===== config.mk =====
export PLATFORM = sky130hd
export DESIGN_NAME = graphics_sequencer
export DESIGN_NICKNAME = d
export VERILOG_FILES = /design/src/rtl/graphics_sequencer.sv
export SDC_FILE = /design/constraint.sdc
export NUM_CORES = 1
export LEC_CHECK = 0
export ABC_AREA = 1
export CAP_MARGIN = 10
export CORE_UTILIZATION = 40
export DETAILED_ROUTE_END_ITERATION = 12
export PLACE_DENSITY = 0.64
export SETUP_SLACK_MARGIN = 0.4
export SYNTH_ARGS = -nofsm -noshare
export SYNTH_HDL_FRONTEND = slang
export SYNTH_SLANG_ARGS = --single-unit

===== constraint.sdc =====
create_clock -name clk -period 4.45 [get_ports clk]
set_clock_uncertainty 0.15 [all_clocks]
set_input_delay 0.89 -clock clk [delete_from_list [all_inputs] [get_ports clk]]
set_output_delay 0.89 -clock clk [all_outputs]
set_load 0.03 [all_outputs]

===== src/rtl/graphics_sequencer.sv =====
// Per-frame graphics sequencer: optional fill, wrapped multi-line text, then the plot logic.
// Optional cursor glyph after the text when GRAPHICS_SEQUENCER_CURSOR_EN is defined.
module graphics_sequencer #(
    parameter int SYMBOL_WIDTH      = 7,
    parameter int HOR_ACTIVE_PIXELS = 640,
    parameter int VER_ACTIVE_PIXELS = 480,
    parameter int GLYPH_ADVANCE     = 15,
    parameter int LINE_HEIGHT       = 20,
    parameter int TEXT_ORIGIN_X     = 0,
    parameter int TEXT_ORIGIN_Y     = 440,
    parameter int MAX_LINES         = 2,
`ifdef GRAPHICS_SEQUENCER_CURSOR_EN
    parameter int CURSOR_GLYPH      = 95,
`endif
    parameter int NEWLINE_CODE      = 10,
    localparam int X_WIDTH          = $clog2(HOR_ACTIVE_PIXELS),
    localparam int Y_WIDTH          = $clog2(VER_ACTIVE_PIXELS)
) (
    input  logic                    clk,
    input  logic                    rst_n,
    input  logic                    swap,
    input  logic                    fill_en,
    output logic                    visible_iter_start,
    output logic                    iter_en,
    input  logic [SYMBOL_WIDTH-1:0] symbol,
    input  logic                    symbol_valid,
    output logic                    logic_start,
    input  logic                    logic_ready,
    input  logic                    logic_symbol_iter_en,
    output logic                    fill_drawer_start,
    input  logic                    fill_drawer_ready,
    output logic                    symbol_drawer_start,
    input  logic                    symbol_drawer_ready,
    output logic [X_WIDTH-1:0]      symbol_drawer_x,
    output logic [Y_WIDTH-1:0]      symbol_drawer_y,
    output logic [SYMBOL_WIDTH-1:0] symbol_drawer_glyph,
    output logic                    busy,
    output logic                    text_overflow
);
    localparam int LW = $clog2(MAX_LINES + 1);
    localparam logic [LW-1:0]           LAST_LINE = LW'(MAX_LINES);
    localparam logic [X_WIDTH:0]        X_ADV     = (X_WIDTH+1)'(GLYPH_ADVANCE);
    localparam logic [X_WIDTH:0]        X_WRAP    = (X_WIDTH+1)'(HOR_ACTIVE_PIXELS - GLYPH_ADVANCE);
    localparam logic [X_WIDTH-1:0]      X_ORG     = X_WIDTH'(TEXT_ORIGIN_X);
    localparam logic [Y_WIDTH-1:0]      Y_ORG     = Y_WIDTH'(TEXT_ORIGIN_Y);
    localparam logic [Y_WIDTH-1:0]      Y_STEP    = Y_WIDTH'(LINE_HEIGHT);
    localparam logic [SYMBOL_WIDTH-1:0] NL_CODE   = SYMBOL_WIDTH'(NEWLINE_CODE);
`ifdef GRAPHICS_SEQUENCER_CURSOR_EN
    localparam logic [SYMBOL_WIDTH-1:0] CUR_CODE  = SYMBOL_WIDTH'(CURSOR_GLYPH);
`endif

    typedef enum logic [3:0] {
        IDLE, FILL_START, FILL_W1, FILL_W2, ITER_START, ITER_NEXT,
        DRAW_START, DRAW_W1, DRAW_W2, LOGIC_START, LOGIC_W1, LOGIC_W2
`ifdef GRAPHICS_SEQUENCER_CURSOR_EN
        , CUR_START, CUR_W1, CUR_W2
`endif
    } state_t;

    state_t                  state, state_next;
    logic [X_WIDTH-1:0]      x;
    logic [Y_WIDTH-1:0]      y;
    logic [SYMBOL_WIDTH-1:0] glyph;
    logic [LW-1:0]           line;
    logic [X_WIDTH:0]        x_adv;
    logic                    lines_full;

    assign x_adv               = {1'b0, x} + X_ADV;
    assign lines_full          = (line >= LAST_LINE);
    assign busy                = (state != IDLE);
    assign symbol_drawer_x     = x;
    assign symbol_drawer_y     = y;
    assign symbol_drawer_glyph = glyph;

    always_ff @(posedge clk or negedge rst_n) begin
        if (!rst_n) begin
            state         <= IDLE;
            x             <= X_ORG;
            y             <= Y_ORG;
            glyph         <= '0;
            line          <= '0;
            text_overflow <= 1'b0;
        end else begin
            state <= state_next;
            case (state)
                IDLE: if (swap) begin
                    text_overflow <= 1'b0;
                    line          <= '0;
                    x             <= X_ORG;
                    y             <= Y_ORG;
                end
                ITER_START, ITER_NEXT: if (symbol_valid) begin
                    if (symbol == '0) begin
`ifdef GRAPHICS_SEQUENCER_CURSOR_EN
                        glyph <= CUR_CODE;
`endif
                    end else if (symbol == NL_CODE) begin
                        x <= X_ORG;
                        if (!lines_full) begin
                            line <= line + 1'b1;
                            y    <= y + Y_STEP;
                        end
                    end else if (lines_full) begin
                        text_overflow <= 1'b1;
                    end else begin
                        glyph <= symbol;
                    end
                end
                // Pen advances only once the drawer has accepted the glyph, so x/y hold during the draw.
                DRAW_W2: if (symbol_drawer_ready) begin
                    if (x_adv > X_WRAP) begin
                        x <= X_ORG;
                        if (!lines_full) begin
                            line <= line + 1'b1;
                            y    <= y + Y_STEP;
                        end
                    end else begin
                        x <= x_adv[X_WIDTH-1:0];
                    end
                end
                default: ;
            endcase
        end
    end

    always_comb begin
        state_next          = state;
        visible_iter_start  = 1'b0;
        iter_en             = logic_symbol_iter_en;
        logic_start         = 1'b0;
        fill_drawer_start   = 1'b0;
        symbol_drawer_start = 1'b0;
        case (state)
            IDLE:        if (swap) state_next = fill_en ? FILL_START : ITER_START;
            FILL_START: begin
                fill_drawer_start = 1'b1;
                state_next        = FILL_W1;
            end
            FILL_W1:     state_next = FILL_W2;
            FILL_W2:     if (fill_drawer_ready) state_next = ITER_START;
            ITER_START, ITER_NEXT: begin
                visible_iter_start = (state == ITER_START);
                iter_en            = logic_symbol_iter_en | ~symbol_valid;
                state_next         = ITER_NEXT;
                if (symbol_valid) begin
                    if (symbol == '0) begin
`ifdef GRAPHICS_SEQUENCER_CURSOR_EN
                        state_next = lines_full ? LOGIC_START : CUR_START;
`else
                        state_next = LOGIC_START;
`endif
                    end else if (symbol != NL_CODE && !lines_full) begin
                        state_next = DRAW_START;
                    end
                end
            end
            DRAW_START: begin
                symbol_drawer_start = 1'b1;
                state_next          = DRAW_W1;
            end
            DRAW_W1:     state_next = DRAW_W2;
            DRAW_W2:     if (symbol_drawer_ready) state_next = ITER_NEXT;
`ifdef GRAPHICS_SEQUENCER_CURSOR_EN
            CUR_START: begin
                symbol_drawer_start = 1'b1;
                state_next          = CUR_W1;
            end
            CUR_W1:      state_next = CUR_W2;
            CUR_W2:      if (symbol_drawer_ready) state_next = LOGIC_START;
`endif
            LOGIC_START: begin
                logic_start = 1'b1;
                state_next  = LOGIC_W1;
            end
            LOGIC_W1:    state_next = LOGIC_W2;
            LOGIC_W2:    if (logic_ready) state_next = IDLE;
            default:     state_next = IDLE;
        endcase
    end
endmodule

==> flow_metrics.tcl <==
set metrics [dict create \
    synth_seq_cells 31 \
    fin_crit_sh_pct 74.73 \
    core_um2 5140 \
    crit_path_end "iter_en" \
    place_area_um2 2666 \
    post-route-cell-area_um2 2750 \
    cp-start-kind "input port" \
    mostFrequentLayoutCell "nand2_1" \
    antenna_cells 0 \
    ys.flop_type "dfrtp_1" \
    firstDrtPassIters 4 \
    yosys_warnings 0 \
    grt_pass1_vias 1682 \
    cp_data_required_time_ns 3.41 \
    final_cell_mix "100 x nand2_1, 46 x clkdlybuf4s50_1, 36 x inv_1" \
    initial_core_util_pct 41.89 \
    h-tree-depth 2 \
    ios 49 \
    die_w_um 75.37 \
    slew_viol_final 0 \
    min_path_cells 2 \
    avgSynthCellArea_um2 7.609 \
    via_per_inst 4.728 \
    layout-drive-gt1-share_pct 15.82 \
    grt_util_all_layers_pct 17.51 \
    yosysSeqAreaShare_pct 36.32 \
    root_buffer "clkbuf_8" \
    fmax_mhz 300.7 \
    rr_startpoint "symbol_drawer_x[0]$_DFFE_PN0P_" \
    clock_latency_ns 0.29 \
    via_count 1915 \
    maxCapViolCount 0 \
    synth_edf_count 0 \
    setup_violations 0 \
    drc 0 \
    wl_per_cell_um 11.19 \
    cts.sinks 31 \
    ir_worst_vdd_mv 0.3249 \
    drtIter0Drc 106 \
    crit_start "symbol_valid" \
    cts_buffers 5 \
    grt_max_degree 32 \
    ys_types 36 \
    postCtsSetupBuffers 0 \
    die_h_um 75.37 \
    grt_remaining_overflow 0 \
    wl_um 4530 \
    portBuffers 46 \
    hold_viol_final 0 \
    die_area_um2 5681 \
    clock_path_buffers 2 \
    cts_resized 0 \
    ff2ff_path_depth 13 \
    setup_tns_ns 0 \
    r2r-end "line[0]$_DFFE_PN0P_" \
    power_density_nw_per_um2 710.3 \
    cts_tree "done" \
    end_kind "output pin" \
    criticalPathCategory "input port to output pin" \
    final_nets 354 \
    finalPower_mw 1.954 \
    period_needed_ns 3.325 \
    power_leakage_nw 1.355 \
    std_cell_rows 26 \
    antenna_left 0 \
    rrSetupSlack_ns 2.21 \
    grt_pass1_wl_um 7521 \
    syn_area_um2 2153 \
    dp_hpwl_um 3377 \
    antenna_found_initial 0 \
    hold_buffers 0 \
    gp_congestion 0.8504 \
    hold_path.class "register to register" \
    status "finished clean" \
    netlist_instances 283 \
    post-route-util_pct 53.51 \
    cp.arrival_ns 2.29 \
    crit_fanout 5 \
    path_clk_slew_ns 0.07 \
    area_delta_synth_final_pct 27.72 \
    async_reset_ff_share_pct 100.0 \
    rsz0062_at_grt "false" \
]
-- worst max-delay path, cell delays in order --
cell             delay (ns)
clkdlybuf4s50_1        0.52
o21bai_1               0.19
clkdlybuf4s50_1        0.68
-- final cells by class --
type	instances	area, um2
Sequential cell	31	782.0
Clock buffer	5	68.82
Tap cell	70	87.58
Clock inverter	3	15.01
Timing Repair Buffer	47	467.9
Fill cell	539	2390
Inverter	41	156.4
Multi-Input combinational cell	208	1172
-- sequential cells by signal, summed over array words and instances, names as in the netlist --
name / cells
line: 2
state: 4
symbol_drawer_glyph: 7
symbol_drawer_x: 10
symbol_drawer_y: 7
text_overflow: 1
-- routing by layer --
layer | vias up | GRT usage [%] | part of all wire, %
li1 | 1000 | - | -
met1 | 862 | 23.52 | 49
met2 | 45 | 28.08 | 45
met3 | 8 | 4.101 | 4.3
met4 | 0 | 5.556 | 1.6
met5 | - | 0 | 0
-- how the worst min path moves through the flow --
| stage | start | to | slack (ns) |
|---|---|---|---|
| 4_1_cts | symbol_drawer_glyph[5]$_DFFE_PN0P_ | symbol_drawer_glyph[5]$_DFFE_PN0P_ | 0.33 |
| 3_5_place_dp | symbol_drawer_glyph[5]$_DFFE_PN0P_ | symbol_drawer_glyph[5]$_DFFE_PN0P_ | 0.31 |
| 3_3_place_gp | symbol_drawer_glyph[5]$_DFFE_PN0P_ | symbol_drawer_glyph[5]$_DFFE_PN0P_ | 0.30 |
| 2_1_floorplan | line[0]$_DFFE_PN0P_ | line[0]$_DFFE_PN0P_ | 0.31 |
| 5_1_grt | symbol_drawer_y[8]$_DFFE_PN1P_ | symbol_drawer_y[8]$_DFFE_PN1P_ | 0.35 |
| 6_report | symbol_drawer_glyph[2]$_DFFE_PN0P_ | symbol_drawer_glyph[2]$_DFFE_PN0P_ | 0.32 |
-- cells by family (layout without fill, tap and decap cells) --
kind of cell | count (synthesis) | after routing | share of synthesized area (%)
and+or+nand+nor | 175 | 175 | 41.26
other | 1 | 2 | 0.1742
DFF | 31 | 31 | 36.32
AOI/OAI and AO/OA | 25 | 25 | 9.355
xor gates and xnor gates | 2 | 2 | 1.162
buffers and inverters | 45 | 96 | 9.413
adders and majority gates | 4 | 4 | 2.324
-- per-stage QoR --
stage	hold WS, ns	setup WS [ns]	std cells
6_report	0.3228	1.125	405
5_1_grt	0.3507	1.070	405
4_1_cts	0.3279	1.113	405
3_5_place_dp	0.3104	1.126	397
3_3_place_gp	0.3033	1.131	397
2_1_floorplan	0.3142	2.043	284
-- power breakdown --
group / total (mW) / internal (mW) / switching [mW]
Sequential: 0.495 / 0.403 / 0.0926
Combinational: 1.24 / 0.450 / 0.791
Clock: 0.217 / 0.107 / 0.110
-- Yosys cell counts, drive strengths merged (2+ instances only) --
cell	instances	share of area, %
nor2	28	8.0
or2	3	0.87
buf	4	2.1
a21oi	2	0.46
xnor2	2	1.2
o21ai	12	3.3
dfstp	5	6.1
nor3	3	1.2
nand4	8	3.7
ha	4	2.3
dfrtp	26	30
inv	41	7.3
o22ai	7	4.1
nand2	109	21
nand3	23	6.2
No activity file was read; power rests on OpenSTA's default activity.
==> RTL change 1: new RTL, config.mk and constraints unchanged <==
The option `GRAPHICS_SEQUENCER_CURSOR_EN` is turned on by a define.
--- a/src/rtl/graphics_sequencer.sv
+++ b/src/rtl/graphics_sequencer.sv
@@ -1,5 +1,7 @@
 // Per-frame graphics sequencer: optional fill, wrapped multi-line text, then the plot logic.
 // Optional cursor glyph after the text when GRAPHICS_SEQUENCER_CURSOR_EN is defined.
+`define GRAPHICS_SEQUENCER_CURSOR_EN
+
 module graphics_sequencer #(
     parameter int SYMBOL_WIDTH      = 7,
     parameter int HOR_ACTIVE_PIXELS = 640,
Function: changed (Yosys sat finds a counterexample within 4 cycles, from zero or initial values and one cycle with rst_n low).
==> RTL change 1 against the unedited design <==
- hold slack better by 0.0073 ns
- clock power up 34%
- sequential cell count unchanged
- critical path depth up 2
- worst setup slack better by 0.054 ns
- area after synthesis down 4.6%
- fmax grew 1.6%
- non-clock buffer count unchanged
- final area shrank 1.9%
- combinational power fell by 6%
- core utilization increased by 2.5 points
- routed wire length grew 4.7%
- total power rose by 0.84%
- die area fell by 4.5%
- largest power group unchanged
- highest routed layer unchanged
==> RTL change 1: results (changes against the unedited design) <==
place:
  port_buffers: 46  # unchanged
  place_congestion: 0.820  # -3.6%
  hpwl_mm: 3.46  # +2.6%
timing:
  worstMarginPinSlew_ns: 0.711
clock_network:
  cts_buffers: 5  # unchanged
  cts_root_buf: "clkbuf_8"
  ctsResizeCount: 0  # unchanged
  cts_buffer_depth: 2  # unchanged
  cts_setup_buffers: 0  # unchanged
  clk_pin_slew_ns: 0.07  # about the same
  insertion_delay_ns: 0.28
  cts_max_level: 2  # unchanged
route:
  routed_wl_mm: 4.74  # +4.7%
  via_per_inst: 4.95  # +4.6%
  drt_iter0_drc: 100  # -5.7%
  final_antenna_net_count: 0  # unchanged
  first_pass_iters: 4  # unchanged
grt:
  grt.overflow.total: 0  # unchanged
  use_met1_pct: 27.3  # +3.8 points
  antenna_found_initial: 0  # unchanged
  track_usage_pct: 20.3  # +2.8 points
  grt_pass1_vias: 1871  # +11%
  gr-usage-met3_pct: 4.39  # +0.29 points
  gr-usage-met2_pct: 32.8  # +4.7 points
  grt_max_degree: 32  # unchanged
  grt_first_pass_wirelength_mm: 8.55  # +14%
synthesis:
  synth_area_leaders: "dfrtp_1 32%, nand2_1 14%, nand3_1 7.3%"
  ys_seq_area_share_pct: 38.1  # +1.7 points
  synth_flop_cell: "dfrtp_1"
  synth.distinct_cells: 32  # -11%
  async_flop_share_pct: 100  # unchanged
  synth_commonest_cells: "79 x nand2_1, 39 x inv_1, 30 x nand3_1, 28 x nor2_1, 26 x dfrtp_1"
  yosysWarnings: 0  # unchanged
worst_setup_path:
  path_max_fanout: 4  # -1
  critical_path_arrival_ns: 2.23  # -0.06 ns
final_layout:
  drive_above_1_share_pct: 11.8  # -4.1 points
  insertedDiodeCount: 0  # unchanged
  final_nets: 359  # +1.4%
  largest_reg_flops: 10  # unchanged
worst_hold_path:
  hold_path.class: "reg -> reg"
run_status:
  status: "complete, no violations"
power:
  power_leakage_nw: 1.30  # -4.0%
  vdd_drop_max_mv: 0.442  # +36%
-- RTL change 1: changes by cell type in the layout (fill, tap and decap cells not counted), sizes merged, moves of 2 or more --
cell,change
nor2,+3
nand3b,+3
nand4,-2
inv,+4
nand3,+7
xor2,+3
clkinv,-2
xnor2,-2
a21oi,+6
a22oi,+6
nor4,+2
o22ai,-2
nand2,-21
-- RTL change 1: kinds of logic (layout without fill, tap and decap cells) --
| family | after synthesis | count (layout) | share of synthesized area, % |
|---|---|---|---|
| compound gates | 33 | 33 | 10.4 |
| other cells | 1 | 2 | 0.183 |
| simple gates | 167 | 167 | 38.0 |
| xor+xnor | 3 | 3 | 1.28 |
| flops | 31 | 31 | 38.1 |
| buf+inv | 49 | 100 | 9.68 |
| fa+ha+maj | 4 | 4 | 2.44 |
-- RTL change 1: layout make-up --
class                   count  area (um2)
fillers                   496        2120
multi-input cells         209        1080
flip-flops and latches     31         782
repair buffers             47         468
inverters                  45         169
well taps                  67        83.8
clock buffers               6        82.6
clock inverters             2        35.0
-- RTL change 1: power by group --
group / total, mW / leakage (nW) / switching (mW) / internal [mW]
logic: 1.17 / 0.856 / 0.749 / 0.423
clock network: 0.290 / 0.0612 / 0.109 / 0.181
registers: 0.508 / 0.383 / 0.104 / 0.404
-- RTL change 1: final timing paths --
kind                                     from                endpoint  slack [ns]  depth (start not counted)
setup / recovery                 symbol_valid                 iter_en        1.18                          5
hold / removal             symbol_drawer_y[8]      symbol_drawer_y[8]        0.33                          2
setup reg to reg           symbol_drawer_x[0]                 line[0]        2.18                         13
hold reg to reg            symbol_drawer_y[8]      symbol_drawer_y[8]        0.33                          2
max in group asynchronous               rst_n      symbol_drawer_y[4]        2.96                          2
min in group asynchronous               rst_n  symbol_drawer_glyph[6]        0.86                          2
-- RTL change 1: metrics by stage --
| step | setup WS, ns | cell area, um2 | util (%) | hold WS (ns) | instances |
|---|---|---|---|---|---|
| floorplan | 1.95 | 2060 | - | 0.314 | 289 |
| finish | 1.18 | 2700 | 56.0 | 0.330 | 407 |
| global placement | 1.19 | 2580 | 53.6 | 0.318 | 399 |
| CTS | 1.17 | 2700 | 56.0 | 0.333 | 407 |
| global route | 1.11 | 2700 | 56.0 | 0.368 | 407 |
| detailed placement | 1.18 | 2580 | 53.6 | 0.322 | 399 |
-- RTL change 1: routing by layer --
layer	vias up	routed length (um)
met2	55	2160
met4	0	68
met3	9	244
li1	1018	-
met1	931	2270
met5	-	0
-- RTL change 1: critical path, stage by stage --
cell and delay [ns]:
clkdlybuf4s50_1 0.40, inv_1 0.12, nand2_2 0.10, nand2_1 0.06, clkdlybuf4s50_1 0.65
==> RTL change 2: new RTL, config.mk and constraints unchanged <==
Made on the original files. Register the output `text_overflow` once more, cleared by the reset; this adds one clock of latency there. The other outputs are not delayed to match.
--- a/src/rtl/graphics_sequencer.sv
+++ b/src/rtl/graphics_sequencer.sv
@@ -57,6 +57,8 @@
 `endif
     } state_t;
 
+    logic text_overflow_s0;
+
     state_t                  state, state_next;
     logic [X_WIDTH-1:0]      x;
     logic [Y_WIDTH-1:0]      y;
@@ -79,12 +81,12 @@
             y             <= Y_ORG;
             glyph         <= '0;
             line          <= '0;
-            text_overflow <= 1'b0;
+            text_overflow_s0 <= 1'b0;
         end else begin
             state <= state_next;
             case (state)
                 IDLE: if (swap) begin
-                    text_overflow <= 1'b0;
+                    text_overflow_s0 <= 1'b0;
                     line          <= '0;
                     x             <= X_ORG;
                     y             <= Y_ORG;
@@ -101,7 +103,7 @@
                             y    <= y + Y_STEP;
                         end
                     end else if (lines_full) begin
-                        text_overflow <= 1'b1;
+                        text_overflow_s0 <= 1'b1;
                     end else begin
                         glyph <= symbol;
                     end
@@ -177,4 +179,12 @@
             default:     state_next = IDLE;
         endcase
     end
+    always_ff @(posedge clk or negedge rst_n) begin
+        if (!rst_n) begin
+            text_overflow <= '0;
+        end else begin
+            text_overflow <= text_overflow_s0;
+        end
+    end
+
 endmodule
Function: changed (Yosys sat finds a counterexample within 10 cycles, from zero or initial values and one cycle with rst_n low).
==> RTL change 2 against the unedited design <==
- hold slack lost 0.071 ns
- global-route usage up 0.36 points
- sequential cell count rose by 1
- total power down 11%
- final area down 2.8%
- sequential share of layout area is 1.7 points higher
- critical path depth is the same
- worst setup slack better by 0.10 ns
- area after synthesis shrank 4.9%
- routed wire length decreased by 5.0%
- largest power group unchanged
- highest routed layer unchanged
==> RTL change 2: results (changes against the unedited design) <==
run_status:
  status: "complete, no violations"
synthesis:
  async_flop_share_pct: 100  # unchanged
  synth_top_cell_by_area: "dfrtp_1"
  synth_commonest_cells: "87 x nand2_1, 39 x inv_1, 27 x dfrtp_1, 26 x nor2_1, 23 x nand3_1"
  synth_area_leaders: "dfrtp_1 33%, nand2_1 16%, inv_1 7.1%"
  ys_seq_area_share_pct: 39.4  # +3.1 points
  netlist_area_mm2: 0.00205  # -4.9%
  synth.distinct_cells: 35  # -2.8%
grt:
  antenna_found_initial: 0  # unchanged
  grt_max_degree: 33  # +3.1%
  grt_pass1_vias: 1738  # +3.3%
  grt_first_pass_wirelength_mm: 7.49  # -0.37%
  track_usage_pct: 17.9  # +0.36 points
worst_setup_path:
  critPathTopFamily: "buffers and inverters"
  regToRegSetupSlack_ns: 2.34  # +0.13 ns
  timing.rr.start: "symbol_drawer_x[0]"
  path_max_fanout: 4  # -1
  critical_path_arrival_ns: 2.18  # -0.11 ns
  rr_endpoint: "symbol_drawer_y[6]"
route:
  first_pass_iters: 4  # unchanged
  via_count: 1918  # +0.16%
  post_drt_wl_per_cell_um: 10.7  # -4.7%
  drt_iter0_drc: 68  # -36%
power:
  vdd_drop_max_mv: 0.338  # +4.1%
  power_leakage_nw: 1.26  # -7.3%
  internal_power_uw: 937  # -2.4%
worst_hold_path:
  hold_path.class: "reg -> reg"
  min-delay-start: "text_overflow_s0"
  whs_endpoint: "text_overflow"
  hold_depth: 0  # -2
clock_network:
  cts_max_level: 2  # unchanged
  insertion_delay_ns: 0.28
  cts_root_buf: "clkbuf_8"
  cts_setup_buffers: 0  # unchanged
  ctsResizeCount: 0  # unchanged
  clk_pin_slew_ns: 0.06
  cts_buffer_depth: 2  # unchanged
  cts_buffers: 5  # unchanged
final_layout:
  largest_reg_flops: 10  # unchanged
  drive_above_1_share_pct: 10.7  # -5.1 points
  final_nets: 356  # +0.56%
  insertedDiodeCount: 0  # unchanged
place:
  port_buffers: 46  # unchanged
  hpwl_mm: 3.20  # -5.1%
  place_congestion: 0.881  # +3.6%
timing:
  fin_hold_ws_ns: 0.252  # -0.0711 ns
[RTL change 2: stage by stage]
step	area, um2	util (%)	instances	worst slack (ns)
finish	2670	55.5	404	1.23
global route	2670	55.5	404	1.17
CTS	2670	55.5	404	1.21
detailed placement	2570	53.3	396	1.22
global placement	2570	53.3	396	1.25
floorplan	2050	-	287	2.04
[RTL change 2: power by group through the flow]
| stage | Combinational, mW | Clock [mW] | Sequential (mW) |
|---|---|---|---|
| 2_1_floorplan | 0.531 | 0 | 0.650 |
| 3_3_place_gp | 0.966 | 0 | 0.509 |
| 3_5_place_dp | 0.974 | 0 | 0.512 |
| 4_1_cts | 0.978 | 0.282 | 0.508 |
| 5_1_grt | 1.08 | 0.293 | 0.520 |
| 6_report | 0.969 | 0.271 | 0.506 |
[RTL change 2: cells by family (layout without fill, tap and decap cells)]
| group | Yosys count | after routing | synth area share, % |
|---|---|---|---|
| simple gates | 162 | 162 | 36.9 |
| buf+inv | 49 | 99 | 9.90 |
| compound gates | 35 | 35 | 9.53 |
| flops | 32 | 32 | 39.4 |
| fa+ha+maj | 4 | 4 | 2.44 |
| xor+xnor | 3 | 3 | 1.65 |
| other cells | 1 | 2 | 0.183 |
[RTL change 2: area by class of cell]
class / count / area, um2
multi-input combinational: 206 / 1040
sequential: 32 / 807
tap: 67 / 83.8
fill: 495 / 2140
clock buffer: 6 / 72.6
clock inverter: 2 / 35.0
inverter: 44 / 165
timing repair buffer: 47 / 468
[RTL change 2: worst register-to-register path: stages (launching register included)]
cell	delay (ns)
dfrtp_1	0.40
inv_1	0.16
ha_1	0.24
nand2_1	0.13
nand2_1	0.10
nand3_1	0.07
nor2_1	0.11
nand2_1	0.06
nand2_1	0.07
nand2_2	0.07
nand2_4	0.20
nand2_4	0.13
nand2_1	0.08
nand2_1	0.05
[RTL change 2: routing by layer]
layer | share of wire (%) | global-route usage [%]
met2 | 48 | 30.0
met3 | 3.8 | 3.70
met1 | 48 | 23.0
met5 | 0 | 0
met4 | 0.98 | 5.77
[RTL change 2: worst max-delay path by stage]
stage	from	end	cells after the start
final	symbol_valid	iter_en	3
after global routing	symbol_valid	iter_en	3
after CTS	symbol_valid	iter_en	3
after detailed placement	symbol_valid	iter_en	3
after global placement	symbol_valid	iter_en	3
after floorplan	symbol_valid	iter_en	1
